===== src/rtl/gpio_tx_pkg.sv =====
// Shared types and helpers for the GPIO return-path frame transmitter.
package gpio_tx_pkg;

   localparam int         FRAME_LEN         = 3;
   localparam int         BYTE_IDX_W        = 2;
   localparam logic [7:0] DEFAULT_SYNC_BYTE = 8'hA5;

   typedef enum logic [2:0] {
      IDLE    = 3'd0,
      SETUP   = 3'd1,
      WAIT_HI = 3'd2,
      WAIT_LO = 3'd3,
      ABORT   = 3'd4
   } tx_state_t;

   // Frame check byte: header xor payload.
   function automatic logic [7:0] chk_byte(input logic [7:0] sync_b, input logic [7:0] data_b);
      return sync_b ^ data_b;
   endfunction

endpackage


===== src/rtl/gpio_sync_fifo.sv =====
// Single-clock sample buffer, 8 bits wide, DEPTH entries (power of two).
// Ports:
//   clk, rst_n      clock, async active-low reset (empties the buffer)
//   push, wr_data   write request and data; ignored while full
//   pop, rd_data    read request; rd_data shows the head entry
//   full, empty     derived from the registered occupancy count
module gpio_sync_fifo #(
   parameter int DEPTH = 8
) (
   input  logic       clk,
   input  logic       rst_n,
   input  logic       push,
   input  logic [7:0] wr_data,
   input  logic       pop,
   output logic [7:0] rd_data,
   output logic       full,
   output logic       empty
);

   localparam int AW = $clog2(DEPTH);

   logic [7:0]    mem [DEPTH];
   logic [AW-1:0] wr_ptr;
   logic [AW-1:0] rd_ptr;
   logic [AW:0]   count;
   logic          push_ok;
   logic          pop_ok;

   assign full    = (count == (AW+1)'(DEPTH));
   assign empty   = (count == '0);
   assign push_ok = push && !full;
   assign pop_ok  = pop && !empty;
   assign rd_data = mem[rd_ptr];

   always_ff @(posedge clk) begin
      if (push_ok) mem[wr_ptr] <= wr_data;
   end

   // Pointers are AW bits wide, so they wrap mod DEPTH on their own.
   always_ff @(posedge clk or negedge rst_n) begin
      if (!rst_n) begin
         wr_ptr <= '0;
         rd_ptr <= '0;
         count  <= '0;
      end else begin
         if (push_ok) wr_ptr <= wr_ptr + 1'b1;
         if (pop_ok)  rd_ptr <= rd_ptr + 1'b1;
         case ({push_ok, pop_ok})
            2'b10:   count <= count + 1'b1;
            2'b01:   count <= count - 1'b1;
            default: count <= count;
         endcase
      end
   end

endmodule


===== src/rtl/gpio_frame_tx.sv =====
// Return-path transmitter: buffers averaged samples and sends each as a
// {SYNC, DATA, SYNC^DATA} frame over the GPIO bus with a four-phase req/ack.
// Ports:
//   clk, rst_n       clock, async active-low reset
//   in_valid/in_data/in_ready   sample input, write iff in_valid && in_ready
//   rpi_gpio_tx_o    frame byte to the RPi
//   rpi_tx_req_o     handshake request
//   rpi_tx_ack       handshake ack from the RPi (asynchronous)
//   busy             FSM not idle
//   timeout_err      one-cycle pulse when a frame is aborted
//   drop_cnt         samples rejected while full, saturating
//
// state   | meaning
// IDLE    | waiting for a buffered sample and ack low
// SETUP   | byte on the bus, raise req next edge
// WAIT_HI | req high, waiting for ack high
// WAIT_LO | req low, waiting for ack low
// ABORT   | timed out, waiting for ack low before idling
module gpio_frame_tx
   import gpio_tx_pkg::*;
#(
   parameter int         FIFO_DEPTH  = 8,
   parameter logic [7:0] SYNC_BYTE   = DEFAULT_SYNC_BYTE,
   parameter int         TIMEOUT_CYC = 100000,
   parameter int         TO_W        = 17
) (
   input  logic       clk,
   input  logic       rst_n,
   input  logic       in_valid,
   input  logic [7:0] in_data,
   output logic       in_ready,
   output logic [7:0] rpi_gpio_tx_o,
   output logic       rpi_tx_req_o,
   input  logic       rpi_tx_ack,
   output logic       busy,
   output logic       timeout_err,
   output logic [7:0] drop_cnt
);

   localparam logic [TO_W-1:0] TO_LOAD = TO_W'(TIMEOUT_CYC - 1);

   tx_state_t             state_q, state_n;
   logic [7:0]            data_q, data_n;
   logic [BYTE_IDX_W-1:0] idx_q, idx_n;
   logic [7:0]            tx_q, tx_n;
   logic                  req_q, req_n;
   logic [TO_W-1:0]       to_q, to_n;
   logic                  terr_n;
   logic                  ack_m, ack_s;
   logic                  fifo_full, fifo_empty, fifo_pop;
   logic [7:0]            fifo_data;

   gpio_sync_fifo #(.DEPTH(FIFO_DEPTH)) u_fifo (
      .clk     (clk),
      .rst_n   (rst_n),
      .push    (in_valid && in_ready),
      .wr_data (in_data),
      .pop     (fifo_pop),
      .rd_data (fifo_data),
      .full    (fifo_full),
      .empty   (fifo_empty)
   );

   assign in_ready      = !fifo_full;
   assign busy          = (state_q != IDLE);
   assign rpi_gpio_tx_o = tx_q;
   assign rpi_tx_req_o  = req_q;

   always_ff @(posedge clk or negedge rst_n) begin
      if (!rst_n) begin
         ack_m <= 1'b0;
         ack_s <= 1'b0;
      end else begin
         ack_m <= rpi_tx_ack;
         ack_s <= ack_m;
      end
   end

   always_ff @(posedge clk or negedge rst_n) begin
      if (!rst_n) begin
         drop_cnt <= '0;
      end else if (in_valid && !in_ready && drop_cnt != 8'hFF) begin
         drop_cnt <= drop_cnt + 1'b1;
      end
   end

   always_ff @(posedge clk or negedge rst_n) begin
      if (!rst_n) begin
         state_q     <= IDLE;
         data_q      <= '0;
         idx_q       <= '0;
         tx_q        <= '0;
         req_q       <= 1'b0;
         to_q        <= '0;
         timeout_err <= 1'b0;
      end else begin
         state_q     <= state_n;
         data_q      <= data_n;
         idx_q       <= idx_n;
         tx_q        <= tx_n;
         req_q       <= req_n;
         to_q        <= to_n;
         timeout_err <= terr_n;
      end
   end

   // Timeout is a down-counter loaded on each handshake phase; reaching zero
   // while still waiting aborts the frame TIMEOUT_CYC edges after the load.
   always_comb begin
      state_n  = state_q;
      data_n   = data_q;
      idx_n    = idx_q;
      tx_n     = tx_q;
      req_n    = req_q;
      to_n     = to_q;
      terr_n   = 1'b0;
      fifo_pop = 1'b0;
      case (state_q)
         IDLE: begin
            if (!fifo_empty && !ack_s) begin
               fifo_pop = 1'b1;
               data_n   = fifo_data;
               idx_n    = '0;
               tx_n     = SYNC_BYTE;
               state_n  = SETUP;
            end
         end
         SETUP: begin
            req_n   = 1'b1;
            to_n    = TO_LOAD;
            state_n = WAIT_HI;
         end
         WAIT_HI: begin
            if (ack_s) begin
               req_n   = 1'b0;
               to_n    = TO_LOAD;
               state_n = WAIT_LO;
            end else if (to_q == '0) begin
               req_n   = 1'b0;
               tx_n    = '0;
               terr_n  = 1'b1;
               state_n = ABORT;
            end else begin
               to_n = to_q - 1'b1;
            end
         end
         WAIT_LO: begin
            if (!ack_s) begin
               if (idx_q == BYTE_IDX_W'(FRAME_LEN - 1)) begin
                  tx_n    = '0;
                  state_n = IDLE;
               end else begin
                  idx_n   = idx_q + 1'b1;
                  tx_n    = (idx_q == '0) ? data_q : chk_byte(SYNC_BYTE, data_q);
                  state_n = SETUP;
               end
            end else if (to_q == '0) begin
               tx_n    = '0;
               terr_n  = 1'b1;
               state_n = ABORT;
            end else begin
               to_n = to_q - 1'b1;
            end
         end
         ABORT: begin
            if (!ack_s) state_n = IDLE;
         end
         default: state_n = IDLE;
      endcase
   end

endmodule


===== config.mk =====
export PLATFORM = sky130hd
export DESIGN_NAME = gpio_frame_tx
export DESIGN_NICKNAME = d
export VERILOG_FILES = /design/src/rtl/gpio_tx_pkg.sv /design/src/rtl/gpio_sync_fifo.sv /design/src/rtl/gpio_frame_tx.sv
export SDC_FILE = /design/constraint.sdc
export NUM_CORES = 1
export LEC_CHECK = 0
export ABC_AREA = 1
export BUFFER_PORTS_ARGS = -buffer_cell sky130_fd_sc_hd__buf_2
export CAP_MARGIN = 20
export CORE_MARGIN = 8
export CORE_UTILIZATION = 55
export CTS_CLUSTER_DIAMETER = 40
export DETAILED_ROUTE_END_ITERATION = 6
export GPL_TIMING_DRIVEN = 0
export MAX_ROUTING_LAYER = met4
export PLACE_DENSITY = 0.84
export SYNTH_ARGS = -nofsm -noshare
export SYNTH_HDL_FRONTEND = slang
export SYNTH_SLANG_ARGS = --single-unit

===== constraint.sdc =====
create_clock -name clk -period 7.3 [get_ports clk]
set_clock_uncertainty 0.2 [all_clocks]
set_input_delay 0.73 -clock clk [delete_from_list [all_inputs] [get_ports clk]]
set_output_delay 0.73 -clock clk [all_outputs]
set_load 0.02 [all_outputs]

==> results.ini <==
[clock_network]
clock_latency_ps=520
clk_pin_slew_ps=60
cts_setup_buffers=0
clock_sinks=124
cts_tree=done
clock_path_buffers=2
ctsResizeCount=0
htree_num_levels=4
hold_buffers=0
cts-buffers-inserted=17
clockRootBuffer=clkbuf_8

[place]
dp_hpwl_um=8500
io_buffer_count=31
placed_area_um2=6050
placed_cells=742
gp_congestion=0.911

[global_route]
grt-ovfl-total=0
track_usage_pct=19.3
grt_max_degree=32
grt_first_pass_wirelength_um=21000
grt_pass1_vias=4374
antenna_found_initial=0

[finish]
fillCellCount=750
diodes=0
area_delta_synth_final_pct=16.2
nNetsFinal=647
stdcell_count=774
stdcell_area_um2=6620
drive_gt1_share_pct=15.4

[worst_setup_path]
slowest_delay_ps=370
slowest_stage=dfrtp_1
critPathBufInv=2
arrival_ps=2980
worst-path-max-fanout=10
cp.required_ps=7490
crit_cells=12
startpoint_type=register
critPathTopFamily=adder cells
r2r_cells=12
crit_chain=buf_4 -> nor2_1 -> nand2_2 -> nor2_4 -> buf_2 -> ha_1 -> ha_1 -> a21oi_1 -> nand2_1 -> a21oi_1 -> o21ai_0 -> xor2_1
cp-end-kind=register
reg2reg_setup_slack_ps=4510
crit_type=reg -> reg

[detailed_routing]
first_pass_iters=6
vias_per_cell=5.57
antenna_left=0
remaining_drc_errors=0
route.vias.total=4310
routed_wl_um=12300
wl_per_cell_um=15.9
drt_iter0_markers=502

[synth]
ys_warn_count=0
ys_top_cells_by_count=nor2_1 (93), nand2_1 (89), o21ai_0 (67), edfxtp_1 (64), dfrtp_1 (60)
synth_cell_type_count=39
async_flop_share_pct=48.4
synth_most_common_cell=nor2_1
post_synth.cell_area_avg_um2=9.93
synth_area_um2=5700
syn_inst=574
synth_top_area_share_pct=33.7
synth_flop_cell=edfxtp_1
synth.yosys.seq_area_share_pct=60.1
synth_edf_count=64
ys_top_cells_by_area=edfxtp_1 (34%), dfrtp_1 (26%), nor2_1 (6.1%)
yosys.area.top_type=edfxtp_1
synth-seq-cells=124
syn-num-nets=596

[pwr]
pwr-share-seq_pct=36.8
p_sw_uw=1020
intPower_uw=1670
vdd_drop_max_v=0.000236
leakagePower_uw=0.00275
swShare_pct=38.1
power.share.clock_pct=30.5
pwr-share-comb_pct=32.7
p_per_area_nw_per_um2=406

[timing]
setup_viol=0
min_period_over_period_pct=38.2
drv_slew=0
tns_ps=0
rsz0062_at_grt=no
fmax_mhz=358
min_period_ps=2790
hold_ws_ps=44.0
hold_violations=0
tightest_slew_ps=783
relSlewSlack_pct=47.6

[die]
dieArea_um2=13900
core_um2=10200
die_w_um=118
pin_count=32
rows=37
initial_core_util_pct=56.0
die_h_um=118

[run_status]
status=finished, final reports clean

[flow_run]
cap_violations=0

[hold_path]
hold_class=in -> async

[through the flow]
stage	utilization (%)	worst slack, ps	power, uW
2_1_floorplan	-	4780	1610
3_3_place_gp	59.2	4630	1820
3_5_place_dp	59.4	4530	1870
4_1_cts	65.0	4520	2690
5_1_grt	65.0	4210	2850
6_report	65.0	4510	2690
[power groups by stage]
stage / Sequential (uW) / Combinational, uW / Clock [uW]
2_1_floorplan: 1010 / 597 / 0
3_3_place_gp: 990 / 830 / 0
3_5_place_dp: 1000 / 869 / 0
4_1_cts: 988 / 876 / 826
5_1_grt: 1010 / 983 / 865
6_report: 991 / 878 / 821
[cells by family (layout without fill, tap and decap cells)]
group / Yosys count / after routing / share of synthesized area, %
AO/OA/AOI/OAI: 115 / 115 / 11.4
XOR/XNOR: 15 / 15 / 2.30
adder cells (fa/ha/maj): 10 / 10 / 2.33
buffers and inverters: 73 / 137 / 5.00
flip-flops: 124 / 124 / 60.1
AND/OR/NAND/NOR: 237 / 237 / 18.9
[flip-flops by register name, indices dropped and copies added (netlist names)]
signal	flops
ack_m	1
ack_s	1
data_q	8
drop_cnt	8
idx_q	2
rpi_gpio_tx_o	8
rpi_tx_req_o	1
state_q	3
timeout_err	1
to_q	17
u_fifo.count	4
u_fifo.mem	64
u_fifo.rd_ptr	3
u_fifo.wr_ptr	3
[path summary, 6_finish.rpt]
kind,from,end
max,state_q[0],u_fifo.count[3]
min,rst_n,to_q[2]
max reg2reg,state_q[0],u_fifo.count[3]
min reg2reg,ack_m,ack_s
max in group asynchronous,rst_n,data_q[4]
min in group clk,rpi_tx_ack,ack_m
[placed cells by master, fill, tap and decap left out, drive strengths merged, types with 22 or more instances in the layout]
master / n
buf: 35
dfrtp: 60
o21ai: 76
o22ai: 22
nor2: 106
inv: 69
nand3: 25
clkbuf: 26
edfxtp: 64
nand2: 95
[routing by layer]
metal  vias up  GRT usage, %  part of all wire [%]
li1       2051             -                     -
met5         -             -                     0
met1      2061          22.4                    42
met4         0          7.29                   2.1
met3        24          5.76                   6.9
met2       174          31.1                    49
[cell type report]
class	instances	area (um^2)	area share (%)
multi-input cells	377	1990	30.1
plain buffers	11	50.0	0.756
flip-flops and latches	124	3420	51.7
inverters	62	235	3.55
repair buffers	32	175	2.65
clock buffers	18	418	6.31
well taps	136	170	2.57
clock inverters	14	159	2.40
No activity file was read; power rests on OpenSTA's default activity.
